<file path="config.mk">
export PLATFORM = sky130hd
export DESIGN_NAME = lsu_mem_master
export DESIGN_NICKNAME = d
export VERILOG_FILES = /design/src/rtl/lsu_mem_master.sv
export SDC_FILE = /design/constraint.sdc
export NUM_CORES = 1
export LEC_CHECK = 0
export ABC_CLOCK_PERIOD_IN_PS = 4780
export CAP_MARGIN = 40
export CORE_MARGIN = 2
export CORE_UTILIZATION = 54
export CTS_BUF_LIST = sky130_fd_sc_hd__clkbuf_8
export CTS_CLUSTER_DIAMETER = 100
export DETAILED_ROUTE_END_ITERATION = 12
export PLACE_DENSITY_LB_ADDON = 0.12
export SETUP_SLACK_MARGIN = 0.3
export SLEW_MARGIN = 40
export SYNTH_ARGS = -nofsm -noshare
export SYNTH_HDL_FRONTEND = slang
export SYNTH_SLANG_ARGS = --single-unit
export TNS_END_PERCENT = 10
</file>
<file path="constraint.sdc">
create_clock -name clk -period 4.78 [get_ports clk]
set_input_delay 0.956 -clock clk [delete_from_list [all_inputs] [get_ports clk]]
set_output_delay 0.956 -clock clk [all_outputs]
set_load 0.005 [all_outputs]
</file>
<file path="src/rtl/lsu_mem_master.sv">
// Load/store initiator with one request in flight, a doubleword memory port and read-modify-write for narrow stores.
// Optional build macro MISALIGN_TRAP_EN: misaligned requests skip memory and respond with rsp_err=1.
module lsu_mem_master #(
  parameter int unsigned MEM_RD_LAT = 1,
  parameter int unsigned ADDR_W     = 64
) (
  input  logic              clk,
  input  logic              rst_n,
  input  logic              req_valid,
  output logic              req_ready,
  input  logic              req_is_store,
  input  logic [2:0]        req_funct3,
  input  logic [ADDR_W-1:0] req_addr,
  input  logic [63:0]       req_wdata,
  input  logic [4:0]        req_rd,
  output logic              rsp_valid,
  output logic [63:0]       rsp_rdata,
  output logic [4:0]        rsp_rd,
  output logic              rsp_err,
  output logic              mem_read,
  output logic              mem_write,
  output logic [ADDR_W-1:0] mem_address,
  output logic [63:0]       mem_write_data,
  input  logic [63:0]       mem_read_data
);

  localparam int unsigned DATA_W = 64;
  localparam int unsigned CNT_W  = 3;
  localparam logic [CNT_W-1:0] LAST_CNT = CNT_W'(MEM_RD_LAT - 1);

  localparam logic [1:0] SZ_B = 2'd0;
  localparam logic [1:0] SZ_H = 2'd1;
  localparam logic [1:0] SZ_W = 2'd2;
  localparam logic [1:0] SZ_D = 2'd3;

  typedef enum logic [1:0] {S_IDLE, S_RD, S_WR, S_RESP} state_t;

  state_t             state, state_d;
  logic [CNT_W-1:0]   cnt, cnt_d;
  logic               accept;
  logic               rd_done;

  logic [1:0]         req_size;
  logic [2:0]         req_off;
  logic               req_trap;

  logic               op_store;
  logic               op_unsigned;
  logic [1:0]         op_size;
  logic [2:0]         op_off;
  logic [DATA_W-1:0]  op_wdata;
  logic [4:0]         op_rd;

  logic [DATA_W-1:0]  load_shift;
  logic [DATA_W-1:0]  load_val;
  logic [DATA_W-1:0]  lane_mask;
  logic [DATA_W-1:0]  merge_val;

  assign accept  = req_valid && req_ready;
  assign rd_done = (state == S_RD) && (cnt == LAST_CNT);

  // Access size and naturally aligned lane offset; store funct3 with bit 2 set falls back to SD.
  always_comb begin
    req_size = (req_is_store && req_funct3[2]) ? SZ_D : req_funct3[1:0];
    req_off  = 3'b000;
    case (req_size)
      SZ_B:    req_off = req_addr[2:0];
      SZ_H:    req_off = {req_addr[2:1], 1'b0};
      SZ_W:    req_off = {req_addr[2], 2'b00};
      default: req_off = 3'b000;
    endcase
`ifdef MISALIGN_TRAP_EN
    req_trap = (req_off != req_addr[2:0]);
`else
    req_trap = 1'b0;
`endif
  end

  // Next-state logic and read-latency counter
  always_comb begin
    state_d = state;
    cnt_d   = cnt;
    case (state)
      S_IDLE: begin
        cnt_d = '0;
        if (accept) begin
          if (req_trap)
            state_d = S_RESP;
          else if (req_is_store && (req_size == SZ_D))
            state_d = S_WR;
          else
            state_d = S_RD;
        end
      end
      S_RD: begin
        if (cnt == LAST_CNT)
          state_d = op_store ? S_WR : S_RESP;
        else
          cnt_d = cnt + CNT_W'(1);
      end
      S_WR:    state_d = S_RESP;
      default: state_d = S_IDLE;
    endcase
  end

  // Load lane extraction with sign or zero extension
  always_comb begin
    load_shift = mem_read_data >> {op_off, 3'b000};
    load_val   = load_shift;
    case (op_size)
      SZ_B: load_val = op_unsigned ? {{(DATA_W-8){1'b0}}, load_shift[7:0]}
                                   : {{(DATA_W-8){load_shift[7]}}, load_shift[7:0]};
      SZ_H: load_val = op_unsigned ? {{(DATA_W-16){1'b0}}, load_shift[15:0]}
                                   : {{(DATA_W-16){load_shift[15]}}, load_shift[15:0]};
      SZ_W: load_val = op_unsigned ? {{(DATA_W-32){1'b0}}, load_shift[31:0]}
                                   : {{(DATA_W-32){load_shift[31]}}, load_shift[31:0]};
      default: load_val = load_shift;
    endcase
  end

  // Store lane merge into the doubleword read back from memory
  always_comb begin
    case (op_size)
      SZ_B:    lane_mask = DATA_W'(64'h0000_0000_0000_00FF);
      SZ_H:    lane_mask = DATA_W'(64'h0000_0000_0000_FFFF);
      SZ_W:    lane_mask = DATA_W'(64'h0000_0000_FFFF_FFFF);
      default: lane_mask = {DATA_W{1'b1}};
    endcase
    lane_mask = lane_mask << {op_off, 3'b000};
    merge_val = (mem_read_data & ~lane_mask) | ((op_wdata << {op_off, 3'b000}) & lane_mask);
  end

  // State register and state-decoded strobes
  always_ff @(posedge clk or negedge rst_n) begin
    if (!rst_n) begin
      state     <= S_IDLE;
      cnt       <= '0;
      req_ready <= 1'b1;
      mem_read  <= 1'b0;
      mem_write <= 1'b0;
      rsp_valid <= 1'b0;
    end else begin
      state     <= state_d;
      cnt       <= cnt_d;
      req_ready <= (state_d == S_IDLE);
      mem_read  <= (state_d == S_RD);
      mem_write <= (state_d == S_WR);
      rsp_valid <= (state_d == S_RESP);
    end
  end

  // Request capture, write data and response payload
  always_ff @(posedge clk or negedge rst_n) begin
    if (!rst_n) begin
      op_store       <= 1'b0;
      op_unsigned    <= 1'b0;
      op_size        <= SZ_B;
      op_off         <= 3'b000;
      op_wdata       <= '0;
      op_rd          <= '0;
      mem_address    <= '0;
      mem_write_data <= '0;
      rsp_rdata      <= '0;
      rsp_rd         <= '0;
      rsp_err        <= 1'b0;
    end else begin
      if (accept) begin
        op_store    <= req_is_store;
        op_unsigned <= req_funct3[2];
        op_size     <= req_size;
        op_off      <= req_off;
        op_wdata    <= req_wdata;
        op_rd       <= req_rd;
        mem_address <= {req_addr[ADDR_W-1:3], 3'b000};
        if (req_trap) begin
          rsp_rdata <= '0;
          rsp_rd    <= req_rd;
          rsp_err   <= 1'b1;
        end else if (req_is_store && (req_size == SZ_D)) begin
          mem_write_data <= req_wdata;
        end
      end
      if (rd_done) begin
        if (op_store) begin
          mem_write_data <= merge_val;
        end else begin
          rsp_rdata <= load_val;
          rsp_rd    <= op_rd;
          rsp_err   <= 1'b0;
        end
      end
      if (state == S_WR) begin
        rsp_rdata <= '0;
        rsp_rd    <= op_rd;
        rsp_err   <= 1'b0;
      end
    end
  end

endmodule

</file>
Word level (Yosys, flattened, before mapping)
Cells that the tools add are included.
{"block": "totals", "ff_bits": 280, "out_inout_bits": 202, "ramBits": 0, "mem_bits_ro": 0, "memories": 0, "elab_cells": 77, "latchBits": 0, "in_bits": 204}
{"block": "op_classes", "mul": 0, "div": 0, "n_shift": 3, "n_reduce_logical": 13, "addsub": 1, "n_lt_le_gt_ge": 0, "bitwise_logic": 4, "mux": 27, "n_eq_ne": 12}
{"operator": "$mux W64", "n": 10}
{"operator": "$pmux W64 S3", "n": 2}
{"operator": "$and A64 B64 Y64", "n": 2}
{"operator": "$shl A64 B6 Y64", "n": 2}
{"operator": "$not A64 Y64", "n": 1}
{"operator": "$or A64 B64 Y64", "n": 1}
{"operator": "$shr A64 B6 Y64", "n": 1}
{"operator": "$mux W5", "n": 3}
{"operator": "$eq A2 B2 Y1 const B", "n": 6}
{"operator": "$pmux W3 S3", "n": 1}
{"operator": "$eq A2 B1 Y1 const B", "n": 4}
{"operator": "$logic_not A2 Y1", "n": 4}
{"operator": "$mux W2", "n": 4}
{"operator": "$pmux W2 S3", "n": 1}
{"operator": "$pmux W3 S2", "n": 1}
{"operator": "$logic_and A1 B1 Y1", "n": 4}
{"operator": "$mux W1", "n": 4}
{"operator": "$reduce_and A2 Y1", "n": 2}
{"operator": "$reduce_bool A2 Y1", "n": 2}
{"operator": "$add A3 B1 Y3 const B", "n": 1}
{"operator": "$logic_not A3 Y1", "n": 1}
{"operator": "$mux W3", "n": 1}
{"operator": "$ne A2 B1 Y1 const B", "n": 1}
{"operator": "$ne A2 B2 Y1 const B", "n": 1}

Depth between registers and ports, before layout
{"block": "logic_depth", "depth_word": 8, "ltp_mapped": 9, "mapped_depth_nobuf": 7}

Least setup slack after synthesis
OpenSTA, ideal clock, no wires.
{"block": "synth_timing", "kind": "input to register", "from": "input port mem_read_data[47]", "to": "register rsp_rdata[42]", "stages": 6, "arrival_time_ps": 2420, "slack_ps": 2237, "setup_ps": 123, "cell_sequence": "mux2_4 mux4_2 a32o_1 o21ai_4 buf_6 o21ai_2"}
{"block": "synth_between", "elab_chain_cells": 6, "elab_cells_between_ends": 8, "classes_between": "1 x shift; 7 x mux"}
{"item": "from (decl)", "line_no": "24", "rtl": "input logic [63:0] mem_read_data"}
{"item": "$shr A64 B6 Y64 (*)", "line_no": "108", "rtl": "load_shift = mem_read_data >> {op_off, 3'b000};"}
{"item": "$mux W64 (on tied branches)", "line_no": "115, 111, 113"}
{"item": "$pmux W64 S3 (*)", "line_no": "110", "rtl": "case (op_size)"}
{"item": "$mux W64 (*)", "line_no": "184", "rtl": "if (op_store) begin"}
{"item": "$mux W64 (*)", "line_no": "183", "rtl": "if (rd_done) begin"}
{"item": "$mux W64 (*)", "line_no": "192", "rtl": "if (state == S_WR) begin"}
{"item": "to (signal assigned)", "line_no": "187", "rtl": "rsp_rdata <= load_val;"}
{"item": "to (decl)", "line_no": "17", "rtl": "output logic [63:0] rsp_rdata,"}
Mark *: on every way between the ends. The rest lies on a longest branch, timed or not. The select of a mux whose other input is x is not followed.
A chain may end at the register's enable or synchronous reset.

Worst setup path after layout
{"block": "layout_timing", "from": "register op_off[0]", "to": "register rsp_rdata[47]"}
{"block": "layout_between", "elab_chain_cells": 6, "elab_cells_between_ends": 8, "classes_between": "1 x shift; 7 x mux"}
{"item": "from (decl)", "line_no": "50", "rtl": "logic [2:0] op_off;"}
{"item": "from (signal assigned)", "line_no": "171", "rtl": "op_off <= req_off;"}
{"item": "$shr A64 B6 Y64 (*)", "line_no": "108"}
{"item": "$mux W64 (on tied branches)", "line_no": "115, 111, 113"}
{"item": "$pmux W64 S3 (*)", "line_no": "110"}
{"item": "$mux W64 (*)", "line_no": "184"}
{"item": "$mux W64 (*)", "line_no": "183"}
{"item": "$mux W64 (*)", "line_no": "192"}
Marked as above.

==> metrics.yaml <==
outcome:
  outcome: "finished clean"
route:
  first_pass_iters: 8
  drc_errors: 0
  final_antenna_net_count: 0
  wl_per_cell_um: 24.8
  wirelength_um: 53500
  via_per_inst: 6.25
  drtIter0Drc: 1607
  vias: 13500
grt:
  grt_max_degree: 83
  grt_pass1_vias: 13300
  gr-total-overflow: 0
  grt_pass1_wl_um: 80300
  antenna_found_initial: 3
  grtUsageTotal_pct: 36.7
logic_synthesis:
  ys_ff_latch: 279
  syn_area_per_cell_sq_um: 10.5
  syn_area_sq_mm: 0.0149
  synth_edf_count: 0
  synth-warning-count: 0
  synth_cell_types: 57
  synth_async_sr_flop_share_pct: 100
  synth_ff_type: "dfrtp_1"
  syn_inst: 1417
  ys_seq_area_share_pct: 46.8
clock_tree:
  cts_resized: 0
  cts_max_path_buffers: 3
  htreeDepth: 2
  cts_tree: "done"
  cts_setup_buffers: 0
  cts_hold_buf: 0
  clock-sinks: 279
  cts_buffers: 46
  insertion_delay_ns: 0.58
  cts-root-buf: "clkbuf_8"
  clkSlewWorstSetupHoldPaths_ns: 0.07
worst_hold_path:
  hold_path.class: "input port to async pin"
pwr:
  p_sw_share_pct: 40.8
  p_int_mw: 8.13
  p_per_area_mw_per_mm2: 683
  p_total_mw: 13.7
  ir_drop_v: 0.000401
  p_seq_share_pct: 32.5
  power_frac_comb_pct: 52.7
  switchingPower_mw: 5.59
  leakagePower_nw: 8.39
  p_clk_share_pct: 14.8
sta:
  drv_slew: 0
  hold_viol: 0
  period_needed_ns: 3.41
  setup_slack_ns: 1.37
  skew_ns: 0.0475
  fmax_ghz: 0.293
  slew_headroom_pct: 43.2
  rsz0062_at_grt: "no"
  setup_viol: 0
  tns_ns: 0
  fin_crit_sh_pct: 71.4
  worst_pin_slew_ns: 0.852
worst_setup_path:
  cp-start-kind: "flip-flop"
  arrival_ns: 3.87
  required_ns: 5.24
  worstSetupEndpointType: "flip-flop"
  cp_max_fo: 38
  critical_path_class: "flip-flop to flip-flop"
floorplan:
  die-area_sq_mm: 0.0290
  fp.dieH_um: 170
  die_w_um: 170
  start_util_pct: 55.2
  rows: 60
  ios: 406
  fp.coreArea_sq_mm: 0.0270
cells_and_area:
  final_cells: 2156
  area_growth_pct: 34.6
  fin_nets: 1986
  nFillCells: 1970
  postLayoutCoreUtil_pct: 74.3
  drive_gt1_share_pct: 17.9
  seq_area_sq_mm: 0.00699
  multi_input_area_sq_mm: 0.00742
place:
  portBuffers: 401
  place_ws_ns: 0.984
  hpwl_um: 39600
  gp_congestion: 1.01
  dp_cells: 2073
job:
  max_cap_violations: 0
## worst paths after layout
check	startpoint	to	slack (ns)	cells after the start
worst max register to register	op_off[0]$_DFFE_PN0N_	rsp_rdata[47]$_DFFE_PN0P_	1.37	7
max in group asynchronous	rst_n	mem_write_data[18]$_DFF_PN0_	3.59	2
worst min-delay path	rst_n	mem_address[26]$_DFFE_PN0N_	0.32	1
worst min register to register	rsp_rdata[50]$_DFFE_PN0P_	rsp_rdata[50]$_DFFE_PN0P_	0.48	2
min in group clk	rsp_rdata[50]$_DFFE_PN0P_	rsp_rdata[50]$_DFFE_PN0P_	0.48	2
worst max-delay path	op_off[0]$_DFFE_PN0N_	rsp_rdata[47]$_DFFE_PN0P_	1.37	7
## synth_stat cells, drive strengths merged (2+ instances only)
master | instances | share of area (%)
a211o | 7 | 0.41
a211oi | 72 | 3.6
a21o | 3 | 0.15
a21oi | 68 | 2.3
a221o | 23 | 1.5
a221oi | 10 | 0.63
a222oi | 9 | 0.60
a22o | 2 | 0.12
a22oi | 3 | 0.15
a31o | 8 | 0.47
a31oi | 24 | 1.0
a32o | 3 | 0.20
and2 | 23 | 0.96
and3 | 8 | 0.34
buf | 45 | 1.8
clkbuf | 74 | 1.9
dfrtp | 278 | 47
ha | 2 | 0.17
inv | 7 | 0.18
mux2 | 162 | 12
mux2i | 118 | 7.9
mux4 | 11 | 1.7
nand2 | 158 | 4.0
nand2b | 4 | 0.17
nand3 | 18 | 0.60
nor2 | 105 | 2.7
nor2b | 25 | 1.0
nor3 | 4 | 0.17
nor3b | 3 | 0.18
o21ai | 101 | 4.2
o21bai | 2 | 0.10
o22ai | 23 | 0.96
or2 | 2 | 0.084
## cell families after synthesis
logic type	count (synthesis)	synth area share, %
DFF	279	46.8
adders and majority gates	2	0.168
muxes	291	21.9
AOI/OAI and AO/OA	364	16.9
and+or+nand+nor	353	10.3
buffers and inverters	127	3.88
other	1	0.0251
## flip-flops by register name, summed over array words and instances (netlist names)
name            cells
rsp_valid           1
op_wdata           64
mem_address        61
op_size             2
mem_write_data     64
rsp_rd              5
mem_read            1
mem_write           1
op_unsigned         1
op_off              3
op_store            1
req_ready           1
cnt                 3
rsp_rdata          64
op_rd               5
state               2
## routing by layer
metal  up-vias  global-route usage, %  share of wire [%]
met2       740                   58.8                 47
met3       151                   7.37                9.0
met1      6682                   49.1                 40
li1       5910                      -                  -
met5         -                      0                  0
met4         0                   14.8                4.1
## area by class of cell
class,instances,share of cell area [%]
diodes,3,0.0374
clock buffers,55,3.77
clock inverters,25,0.586
inverters,8,0.150
multi-input cells,1014,37.0
flip-flops and latches,279,34.8
well taps,341,2.13
repair buffers,431,21.6
## power by group through the flow
stage               Combinational (mW)  Sequential, mW  Clock (mW)
finish                            7.23            4.46        2.03
global route                      7.76            4.56        2.16
CTS                               7.15            4.42        2.04
detailed placement                7.11            4.44           0
global placement                  6.94            4.43           0
floorplan                         4.19            4.11           0
## through the flow
| stage | hold WS [ns] | instance area (sq um) |
|---|---|---|
| 2_1_floorplan | 0.473 | 14900 |
| 5_1_grt | 0.341 | 20100 |
| 3_3_place_gp | 0.464 | 19100 |
| 4_1_cts | 0.320 | 20100 |
| 3_5_place_dp | 0.468 | 19200 |
| 6_report | 0.318 | 20100 |
## critical path, stage by stage, from the launching register on
cell and delay, ns:
dfrtp_4 0.74, buf_12 0.30, mux2_2 0.36, mux4_2 0.49, a32o_1 0.26, o21ai_4 0.64, buf_4 0.38, o21ai_2 0.09
## placed cells by master (no fill, tap or decap), types with 11 or more instances in the layout
cell type	count
mux2_2	160
and2_1	23
a211oi_1	72
o22ai_1	23
o21ai_2	31
nand3_1	17
clkbuf_8	55
mux2i_1	118
nor2_1	102
mux4_2	11
o21ai_0	68
nor2b_1	25
inv_1	22
clkdlybuf4s50_1	400
dfrtp_1	276
buf_4	23
nand2_1	157
a21oi_1	67
a31oi_1	24
a221o_1	23
Note: power is estimated with default switching activity, not from simulation.
